$ cat src/rtl/traffic_light_judge.sv
// Per-frame red/green pixel accumulator with a frame verdict and an N-frame
// debounce that commits a stable traffic-light state.
module traffic_light_judge #(
    parameter int X_MIN          = 0,
    parameter int X_MAX          = 319,
    parameter int Y_MIN          = 0,
    parameter int Y_MAX          = 239,
    parameter int V_MIN          = 64,
    parameter int PIX_THRESH     = 200,
    parameter int CONFIRM_FRAMES = 3,
    parameter int CNT_W          = 17
) (
    input  logic             clk,
    input  logic             reset_n,
    input  logic             pix_valid,
    input  logic [9:0]       x_pixel,
    input  logic [8:0]       y_pixel,
    input  logic [1:0]       r_g_decision,
    input  logic [7:0]       v_data,
    input  logic             frame_end,
    output logic [1:0]       light_state,
    output logic [1:0]       frame_verdict,
    output logic [CNT_W-1:0] red_count,
    output logic [CNT_W-1:0] green_count,
    output logic             frame_done,
    output logic             state_changed
);

    typedef enum logic [1:0] {
        ST_RED     = 2'd0,
        ST_GREEN   = 2'd1,
        ST_UNKNOWN = 2'd2
    } state_t;

    localparam logic [CNT_W-1:0] CNT_MAX = {CNT_W{1'b1}};
    localparam logic [3:0]       CONFIRM = 4'(CONFIRM_FRAMES);

    logic [CNT_W-1:0] r_red_acc, r_green_acc;
    logic [CNT_W-1:0] r_red_count, r_green_count;
    state_t           r_verdict, r_cand, r_state;
    logic [3:0]       r_streak;
    logic             r_frame_done, r_state_changed;

    int               w_x, w_y, w_v, w_red_i, w_green_i;
    logic             w_qual, w_red_hit, w_green_hit, w_commit;
    logic [CNT_W-1:0] w_red_nxt, w_green_nxt;
    state_t           w_verdict, w_cand_nxt, w_state_nxt;
    logic [3:0]       w_streak_nxt;

    // Compare in int so zero-valued bounds don't turn into constant-true checks.
    assign w_x = int'(x_pixel);
    assign w_y = int'(y_pixel);
    assign w_v = int'(v_data);

    assign w_qual = pix_valid && (w_x >= X_MIN) && (w_x <= X_MAX) &&
                    (w_y >= Y_MIN) && (w_y <= Y_MAX) && (w_v >= V_MIN);
    assign w_red_hit   = w_qual && (r_g_decision == 2'd0);
    assign w_green_hit = w_qual && (r_g_decision == 2'd1);

    assign w_red_nxt   = (w_red_hit && r_red_acc != CNT_MAX)     ? r_red_acc + CNT_W'(1)   : r_red_acc;
    assign w_green_nxt = (w_green_hit && r_green_acc != CNT_MAX) ? r_green_acc + CNT_W'(1) : r_green_acc;

    assign w_red_i   = int'(w_red_nxt);
    assign w_green_i = int'(w_green_nxt);

    // Verdict and debounce operate on the values being latched this cycle.
    always_comb begin
        w_verdict = ST_UNKNOWN;
        if (w_red_i >= PIX_THRESH && w_red_nxt > w_green_nxt)
            w_verdict = ST_RED;
        else if (w_green_i >= PIX_THRESH && w_green_nxt > w_red_nxt)
            w_verdict = ST_GREEN;
    end

    always_comb begin
        w_cand_nxt   = r_cand;
        w_streak_nxt = r_streak;
        if (w_verdict == r_cand) begin
            w_streak_nxt = (r_streak >= CONFIRM) ? CONFIRM : r_streak + 4'd1;
        end else begin
            w_cand_nxt   = w_verdict;
            w_streak_nxt = 4'd1;
        end
    end

    assign w_commit = frame_end && (w_streak_nxt == CONFIRM);

    always_ff @(posedge clk) begin
        if (!reset_n) r_state <= ST_UNKNOWN;
        else          r_state <= w_state_nxt;
    end

    always_comb begin
        w_state_nxt = r_state;
        if (w_commit) begin
            case (w_cand_nxt)
                ST_RED:   w_state_nxt = ST_RED;
                ST_GREEN: w_state_nxt = ST_GREEN;
                default:  w_state_nxt = ST_UNKNOWN;
            endcase
        end
    end

    always_ff @(posedge clk) begin
        if (!reset_n) begin
            r_red_acc       <= '0;
            r_green_acc     <= '0;
            r_red_count     <= '0;
            r_green_count   <= '0;
            r_verdict       <= ST_UNKNOWN;
            r_cand          <= ST_UNKNOWN;
            r_streak        <= 4'd0;
            r_frame_done    <= 1'b0;
            r_state_changed <= 1'b0;
        end else begin
            r_frame_done    <= frame_end;
            r_state_changed <= (w_state_nxt != r_state);
            if (frame_end) begin
                r_red_count   <= w_red_nxt;
                r_green_count <= w_green_nxt;
                r_verdict     <= w_verdict;
                r_cand        <= w_cand_nxt;
                r_streak      <= w_streak_nxt;
                r_red_acc     <= '0;
                r_green_acc   <= '0;
            end else begin
                r_red_acc     <= w_red_nxt;
                r_green_acc   <= w_green_nxt;
            end
        end
    end

    assign light_state   = r_state;
    assign frame_verdict = r_verdict;
    assign red_count     = r_red_count;
    assign green_count   = r_green_count;
    assign frame_done    = r_frame_done;
    assign state_changed = r_state_changed;

endmodule

$ cat config.mk
export PLATFORM = sky130hd
export DESIGN_NAME = traffic_light_judge
export DESIGN_NICKNAME = d
export VERILOG_FILES = /design/src/rtl/traffic_light_judge.sv
export SDC_FILE = /design/constraint.sdc
export NUM_CORES = 1
export LEC_CHECK = 0
export ABC_AREA = 0
export CAP_MARGIN = 20
export CORE_MARGIN = 4
export CORE_UTILIZATION = 54
export DETAILED_ROUTE_END_ITERATION = 8
export MAX_ROUTING_LAYER = met4
export PLACE_DENSITY_LB_ADDON = 0.08
export SLEW_MARGIN = 5
export SYNTH_ARGS = -nofsm -noshare
export SYNTH_HDL_FRONTEND = slang
export SYNTH_SLANG_ARGS = --single-unit
$ cat constraint.sdc
create_clock -name clk -period 7.1 [get_ports clk]
set_input_delay 1.42 -clock clk [delete_from_list [all_inputs] [get_ports clk]]
set_output_delay 1.42 -clock clk [all_outputs]
set_load 0.005 [all_outputs]
==> results of run 1 <==
flip-flops by register name, indices dropped and copies added (netlist names):
register / flops
green_count: 17
red_count: 17
r_cand: 2
r_streak: 4
frame_verdict: 2
r_red_acc: 17
frame_done: 1
r_green_acc: 17
state_changed: 1
light_state: 2
worst max-delay path, cell delays in order:
cell                              delay, ns
sky130_fd_sc_hd__clkdlybuf4s50_1       0.40
sky130_fd_sc_hd__o21ai_1               0.30
sky130_fd_sc_hd__nand3_1               0.46
sky130_fd_sc_hd__nor2_1                0.62
sky130_fd_sc_hd__nand2_1               0.16
sky130_fd_sc_hd__xor2_1                0.31
sky130_fd_sc_hd__ha_1                  0.31
sky130_fd_sc_hd__a21o_1                0.18
sky130_fd_sc_hd__a21oi_1               0.15
sky130_fd_sc_hd__nor2b_1               0.07
sky130_fd_sc_hd__or4_1                 0.57
sky130_fd_sc_hd__a31o_4                0.27
sky130_fd_sc_hd__xnor2_1               0.14
sky130_fd_sc_hd__o31a_1                0.32
sky130_fd_sc_hd__o31a_1                0.29
report_power, final:
part           internal [µW]  leakage, µW  total [µW]  switching [µW]
combinational           25.2      0.00113        53.8            28.6
clock                    242     0.000123         409             167
sequential               454     0.000648         458            3.43
layout by cell type, fill, tap and decap left out, types with 9 or more instances in the layout:
cell and n:
sky130_fd_sc_hd__nor3_1 11, sky130_fd_sc_hd__dfxtp_1 80, sky130_fd_sc_hd__a211oi_1 18, sky130_fd_sc_hd__nor2_1 68, sky130_fd_sc_hd__o21ai_0 30, sky130_fd_sc_hd__nand2_1 46
sky130_fd_sc_hd__ha_1 22, sky130_fd_sc_hd__xnor2_1 23, sky130_fd_sc_hd__nand3_1 14, sky130_fd_sc_hd__nand4_1 9, sky130_fd_sc_hd__xor2_1 11, sky130_fd_sc_hd__clkdlybuf4s50_1 56
sky130_fd_sc_hd__clkbuf_8 10, sky130_fd_sc_hd__nor4_1 10, sky130_fd_sc_hd__inv_1 23
through the flow:
stage / hold WS [ns] / worst slack, ns / utilization / area, µm²
global placement: 0.433 / 1.12 / 0.656 / 4550
CTS: 0.454 / 1.40 / 0.691 / 4800
floorplan: 0.423 / 2.12 / - / 3940
detailed placement: 0.441 / 1.03 / 0.656 / 4550
finish: 0.453 / 1.35 / 0.691 / 4800
global route: 0.487 / 1.06 / 0.691 / 4800
path summary, 6_finish.rpt:
check / startpoint / to / slack [ns] / depth (start not counted)
worst max-delay path: x_pixel[6] / r_streak[0]$_SDFFE_PN0P_ / 1.35 / 15
worst min-delay path: green_count[7]$_SDFFE_PN0P_ / green_count[7]$_SDFFE_PN0P_ / 0.45 / 2
worst max register to register: r_green_acc[5]$_SDFF_PP0_ / r_streak[0]$_SDFFE_PN0P_ / 1.76 / 23
worst min register to register: green_count[7]$_SDFFE_PN0P_ / green_count[7]$_SDFFE_PN0P_ / 0.45 / 2
kinds of logic after synthesis:
kind of cell             share of synthesized area
AND/OR/NAND/NOR                              0.262
buffers and inverters                       0.0432
flip-flops                                   0.406
XOR/XNOR                                    0.0756
adder cells (fa/ha/maj)                     0.0699
multiplexers                                0.0152
AO/OA/AOI/OAI                                0.128
metal layers:
metal | vias to the layer above | wire length, µm | global-route usage
met2 | 98 | 4560 | 0.376
met5 | - | 0 | -
met1 | 1607 | 4130 | 0.289
li1 | 1734 | - | -
met3 | 10 | 536 | 0.0547
met4 | 0 | 153 | 0.0733
layout make-up:
type	count	area, µm²	area share
multi-input combinational	345	2170	0.453
sequential	80	1600	0.334
timing repair buffer	58	576	0.120
clock buffer	10	138	0.0287
tap	96	120	0.0250
clock inverter	5	104	0.0217
inverter	23	86.3	0.0180
==> metrics.yaml, run 1 <==
place:
  placed_cells_incl_taps: 602
  gpl.final_weighted_congestion: 0.831
  placement.io_buffers: 56
  dp.final_hpwl_um: 7000
clocking:
  post_cts_resized: 0
  numCtsBuffers: 9
  clock_latency_ns: 0.35
  clock_tree.root_cell: "sky130_fd_sc_hd__clkbuf_8"
  cts_htree_levels: 3
  post-cts-setup-buffers: 0
  worst_setup_hold_path_clk_slew_ns: 0.08
  clk_path_buf_depth: 2
  cts.sinks: 80
  cts_tree: "yes"
  postCtsHoldBufs: 0
power:
  irDropWorstVdd_v: 0.000146
  power_uw: 921
  power_per_cell_area_nw_per_um2: 192
  cellLeakagePower_uw: 0.00190
route:
  via_count: 3449
  detailedRoute.firstIterationViolations: 180
  postRouteWirelength_um: 9390
  dr.pass1.iters: 4
  wl_per_cell_um: 15.2
  drc: 0
  antenna_violating_nets_post_route: 0
  vias_per_cell: 5.59
global_route:
  grt_util_all_layers: 0.233
  grt_antenna_before_repair: 0
  wire_length_of_the_first_global_routing_pass_um: 15500
  number_of_global_route_vias_before_repair: 3207
  global_route.overflow_total: 0
  largest_net_degree_at_the_start_of_global_routing: 42
sta:
  setup_repair_after_global_routing_missed_its_margin: "false"
  report.final.slew_viol_count: 0
  timing.max_slew.rel_slack: 0.356
  timing_hold_violations_final: 0
  maxClockFrequency_ghz: 0.174
  finalSetupViolations: 0
  clock_skew_ns: 0.0108
  min_period_ns: 5.75
  setup_total_negative_slack_ns: 0
  worst_pin_slew_ns: 0.965
  final_min_period_over_clock_period: 0.809
logic_synthesis:
  edff_count_synth: 0
  cell_types_occupying_the_most_area_after_synthesis: "sky130_fd_sc_hd__dfxtp_1 41%, sky130_fd_sc_hd__ha_1 7.0%, sky130_fd_sc_hd__nor2_1 6.6%"
  ys_seq_area_frac: 0.406
  synthMostInstantiatedCell: "sky130_fd_sc_hd__dfxtp_1"
  synth.cell_area_um2: 3940
  post_synth_inst_count: 467
  synth_top_cells_by_count: "80 x sky130_fd_sc_hd__dfxtp_1, 69 x sky130_fd_sc_hd__nor2_1, 46 x sky130_fd_sc_hd__nand2_1, 30 x sky130_fd_sc_hd__o21ai_0"
  synthDominantAreaCellType: "sky130_fd_sc_hd__dfxtp_1"
  synth.distinct_cells: 48
  synth.avg_cell_area_um2: 8.44
  synth-seq-cells: 80
  synth_warnings: 0
  postSynth.topFlopCell: "sky130_fd_sc_hd__dfxtp_1"
  syn-num-nets: 522
  proportion_of_register_bits_with_asynchronous_set_or_reset_after_synthesis: 0
  synth_top_cell_area_share: 0.406
cells_and_area:
  layout.filler_cells: 573
  num_antenna_cells: 0
  final_layout_size_suffix_gt1_frac: 0.0576
  area_growth_syn_to_layout_pct: 21.7
  final-instance-count-excl-fill: 617
  nets: 572
critical_path:
  critical_path.startpoint_type: "primary input"
  worst_setup_path_end_kind: "register"
  critical_path_peak_fanout: 14
  timing_worst_setup_path_type: "in -> reg"
  worstPathArrival_ns: 5.99
  worst_ep_required_ns: 7.34
outcome:
  status: "finished, final reports clean"
die:
  floorplan_die_height_um: 93.4
  io_pins: 73
  floorplan.initialDensity: 0.567
  row_count: 30
  dieArea_um2: 8730
  die_w_um: 93.4
  core_um2: 6940
hold_path:
  class_of_the_tightest_hold_or_removal_check: "reg -> reg"
flow_run:
  max_cap_check_violation_count: 0
Power figures use the tool's default switching activity.
==> inputs of run 2 (changes only) <==
Settings changed: CORE_UTILIZATION 54 to 47.
Clock period 7.1 ns to 4.7 ns, I/O delays scaled along.
==> run 2 against run 1 <==
Net effect:
- clock-buffer cell count grew 1
- worst hold slack lost 0.0062 ns
- sequential power grew 51%
- wire length grew 26%
- largest cell class unchanged
- largest power group unchanged
- highest routed layer unchanged
==> metrics.yaml, run 2 (synthesis gave the netlist of run 1 again) <==
cells_and_area:
  final_common_cell: "sky130_fd_sc_hd__buf_4"
  most-common-layout-cells: "84 x sky130_fd_sc_hd__buf_4, 77 x sky130_fd_sc_hd__dfxtp_1, 65 x sky130_fd_sc_hd__nor2_1"
  final_cell_area_um2: 5900  # +23%
  area.sequential_um2: 1610  # +0.23%
  num_antenna_cells: 0  # unchanged
  multi_input_area_um2: 2620  # +21%
  layout.filler_cells: 645  # +13%
  area_growth_syn_to_layout_pct: 49.8
  final_layout_size_suffix_gt1_frac: 0.294  # +0.237
  final_core_util: 0.722  # +0.0314
  nets: 658  # +15%
clocking:
  clock_latency_ns: 0.36  # about the same
  clock_tree.root_cell: "sky130_fd_sc_hd__clkbuf_8"
  cts_tree: "yes"
  clk_path_buf_depth: 2  # unchanged
  postCtsHoldBufs: 0  # unchanged
  numCtsBuffers: 9  # unchanged
  worst_setup_hold_path_clk_slew_ns: 0.09  # about the same
  cts.sinks: 80  # unchanged
  cts_htree_levels: 3  # unchanged
hold_path:
  worstHoldStart: "frame_verdict[0]$_SDFFE_PN0P_"
  worstHoldEndpoint: "frame_verdict[0]$_SDFFE_PN0P_"
  worst_hold_path.num_cells: 2  # unchanged
  class_of_the_tightest_hold_or_removal_check: "reg -> reg"
place:
  gpl.final_weighted_congestion: 0.909  # +9.3%
  placedInstanceArea_um2: 5180  # +14%
  placement.io_buffers: 56  # unchanged
  dp.final_hpwl_um: 8370  # +20%
die:
  die_w_um: 99.6  # +6.6%
  io_pins: 73  # unchanged
  floorplan_die_height_um: 99.6  # +6.6%
  core_um2: 8180  # +18%
  floorplan.initialDensity: 0.482  # -0.0854
  dieArea_um2: 9910  # +14%
  row_count: 33  # +10%
sta:
  timing_hold_violations_final: 0  # unchanged
  worst_pin_slew_ns: 0.728  # -0.237 ns
  finalSetupViolations: 0  # unchanged
  maxClockFrequency_ghz: 0.216
  timing.max_slew.rel_slack: 0.514  # +0.158
  clock_skew_ns: 0.00906  # -0.00169 ns
  final_min_period_over_clock_period: 0.985
  report.final.slew_viol_count: 0  # unchanged
  min_period_ns: 4.63
critical_path:
  reg2regPathDepth: 22  # -4.3%
  cp_num_buf_inv: 2  # +1
  worstReg2RegEnd: "r_streak[0]$_SDFFE_PN0P_"
  critical_path.startpoint_type: "primary input"
  timing_worst_setup_path_type: "in -> reg"
  timing.critical_path.from: "v_data[6]"
  worst_setup_path_end_kind: "register"
  worstReg2RegStart: "r_green_acc[3]$_SDFF_PP0_"
  worstPathArrival_ns: 4.88  # -1.11 ns
  crit_chain: "clkdlybuf4s50_1 > or2_2 > nand3_2 > or3_4 > or3_4 > and2_4 > inv_4 > ha_4 > nand4_1 > nor2_1 > nor2_1 > a21oi_2 > or4_4 > a31o_4 > xnor2_2 > o31a_1 > o31a_1"
  crit_slowest_cell: "sky130_fd_sc_hd__or4_4"
  critical_path_peak_fanout: 3  # -11
  worst_ep_required_ns: 4.95  # -2.39 ns
  critical_path_max_stage_delay_ns: 0.54  # -0.08 ns
  reg2reg_setup_slack_ns: 0.08  # -1.68 ns
  critical_path.top_delay_family: "simple AND/OR/NAND/NOR gates"
global_route:
  wire_length_of_the_first_global_routing_pass_um: 18200  # +17%
  grt_antenna_before_repair: 0  # unchanged
  largest_net_degree_at_the_start_of_global_routing: 36  # -14%
  grt_util_all_layers: 0.239  # +0.00657
  number_of_global_route_vias_before_repair: 3722  # +16%
  global_route.overflow_total: 0  # unchanged
power:
  irDropWorstVdd_v: 0.000137  # -6.2%
  pwr-share-clk: 0.408  # -0.036
  power_switching_share: 0.245  # +0.0290
  cellLeakagePower_uw: 0.00246  # +30%
  power_uw: 1340  # +46%
  power_per_cell_area_nw_per_um2: 228  # +19%
  power.switching_uw: 330  # +66%
  internal_power_uw: 1010  # +41%
  power.share.sequential: 0.514  # +0.017
  comb_power_share: 0.078  # +0.020
route:
  dr.pass1.iters: 4  # unchanged
  via_count: 3852  # +12%
  antenna_violating_nets_post_route: 0  # unchanged
  postRouteWirelength_um: 11800  # +26%
  drc: 0  # unchanged
  detailedRoute.firstIterationViolations: 152  # -16%
  wl_per_cell_um: 16.5  # +8.6%
  vias_per_cell: 5.40  # -3.4%
outcome:
  status: "finished, final reports clean"
flow_run:
  max_cap_check_violation_count: 0  # unchanged
-- run 2: worst max-delay path by stage --
stage | endpoint | depth (start not counted)
floorplan | r_streak[0]$_SDFFE_PN0P_ | 21
global placement | r_streak[0]$_SDFFE_PN0P_ | 19
detailed placement | r_streak[0]$_SDFFE_PN0P_ | 19
CTS | r_streak[0]$_SDFFE_PN0P_ | 24
global route | r_streak[0]$_SDFFE_PN0P_ | 22
finish | r_streak[0]$_SDFFE_PN0P_ | 17
-- run 2: power by group through the flow --
stage	combinational (µW)	sequential (µW)	clock, µW
after CTS	96.0	692	555
after global routing	114	693	589
after global placement	93.1	707	0
after detailed placement	94.8	708	0
final	105	692	548
after floorplan	41.6	708	0
-- run 2: timing repair --
item                       4_1_cts  5_1_grt
setup endpoints to repair        4        7
resized for setup                9       78
pin swaps                        7       38
buffers inserted                 2        2
-- run 2: final cells by class --
class / instances / area share
clock buffer: 11 / 0.0256
clock inverter: 5 / 0.0108
inverter: 23 / 0.0150
multi-input combinational: 345 / 0.444
sequential: 80 / 0.272
tap: 105 / 0.0223
timing repair buffer: 144 / 0.210
-- run 2: worst reg2reg max path, stage by stage, from the launching register on --
cell,delay (ns)
sky130_fd_sc_hd__dfxtp_2,0.33
sky130_fd_sc_hd__and4_4,0.19
sky130_fd_sc_hd__nand4_1,0.12
sky130_fd_sc_hd__nor2_2,0.05
sky130_fd_sc_hd__and2_4,0.15
sky130_fd_sc_hd__and3_4,0.18
sky130_fd_sc_hd__ha_4,0.15
sky130_fd_sc_hd__nor2b_2,0.13
sky130_fd_sc_hd__nand2_2,0.08
sky130_fd_sc_hd__or3_4,0.39
sky130_fd_sc_hd__or3_4,0.35
sky130_fd_sc_hd__and2_4,0.19
sky130_fd_sc_hd__inv_4,0.05
sky130_fd_sc_hd__ha_4,0.18
sky130_fd_sc_hd__nand4_1,0.15
sky130_fd_sc_hd__nor2_1,0.08
sky130_fd_sc_hd__nor2_1,0.16
sky130_fd_sc_hd__a21oi_2,0.08
sky130_fd_sc_hd__or4_4,0.54
sky130_fd_sc_hd__a31o_4,0.24
sky130_fd_sc_hd__xnor2_2,0.15
sky130_fd_sc_hd__o31a_1,0.33
sky130_fd_sc_hd__o31a_1,0.25
-- run 2: per-layer routing --
metal / up-vias / GRT usage / part of all wire
met3: 23 / 0.0372 / 0.042
met4: 0 / 0.0840 / 0.024
met5: - / - / 0
met1: 1839 / 0.307 / 0.44
met2: 99 / 0.384 / 0.49
li1: 1891 / - / -
-- run 2: per-stage QoR --
stage	TNS, ns	std cells	setup slack (ns)	hold slack [ns]
3_5_place_dp	-3.49	693	-0.590	0.439
6_report	0	713	0.0715	0.447
3_3_place_gp	-2.57	693	-0.476	0.432
5_1_grt	-0.260	713	-0.0915	0.478
2_1_floorplan	0	467	0.0129	0.423
4_1_cts	0	711	0.00379	0.452
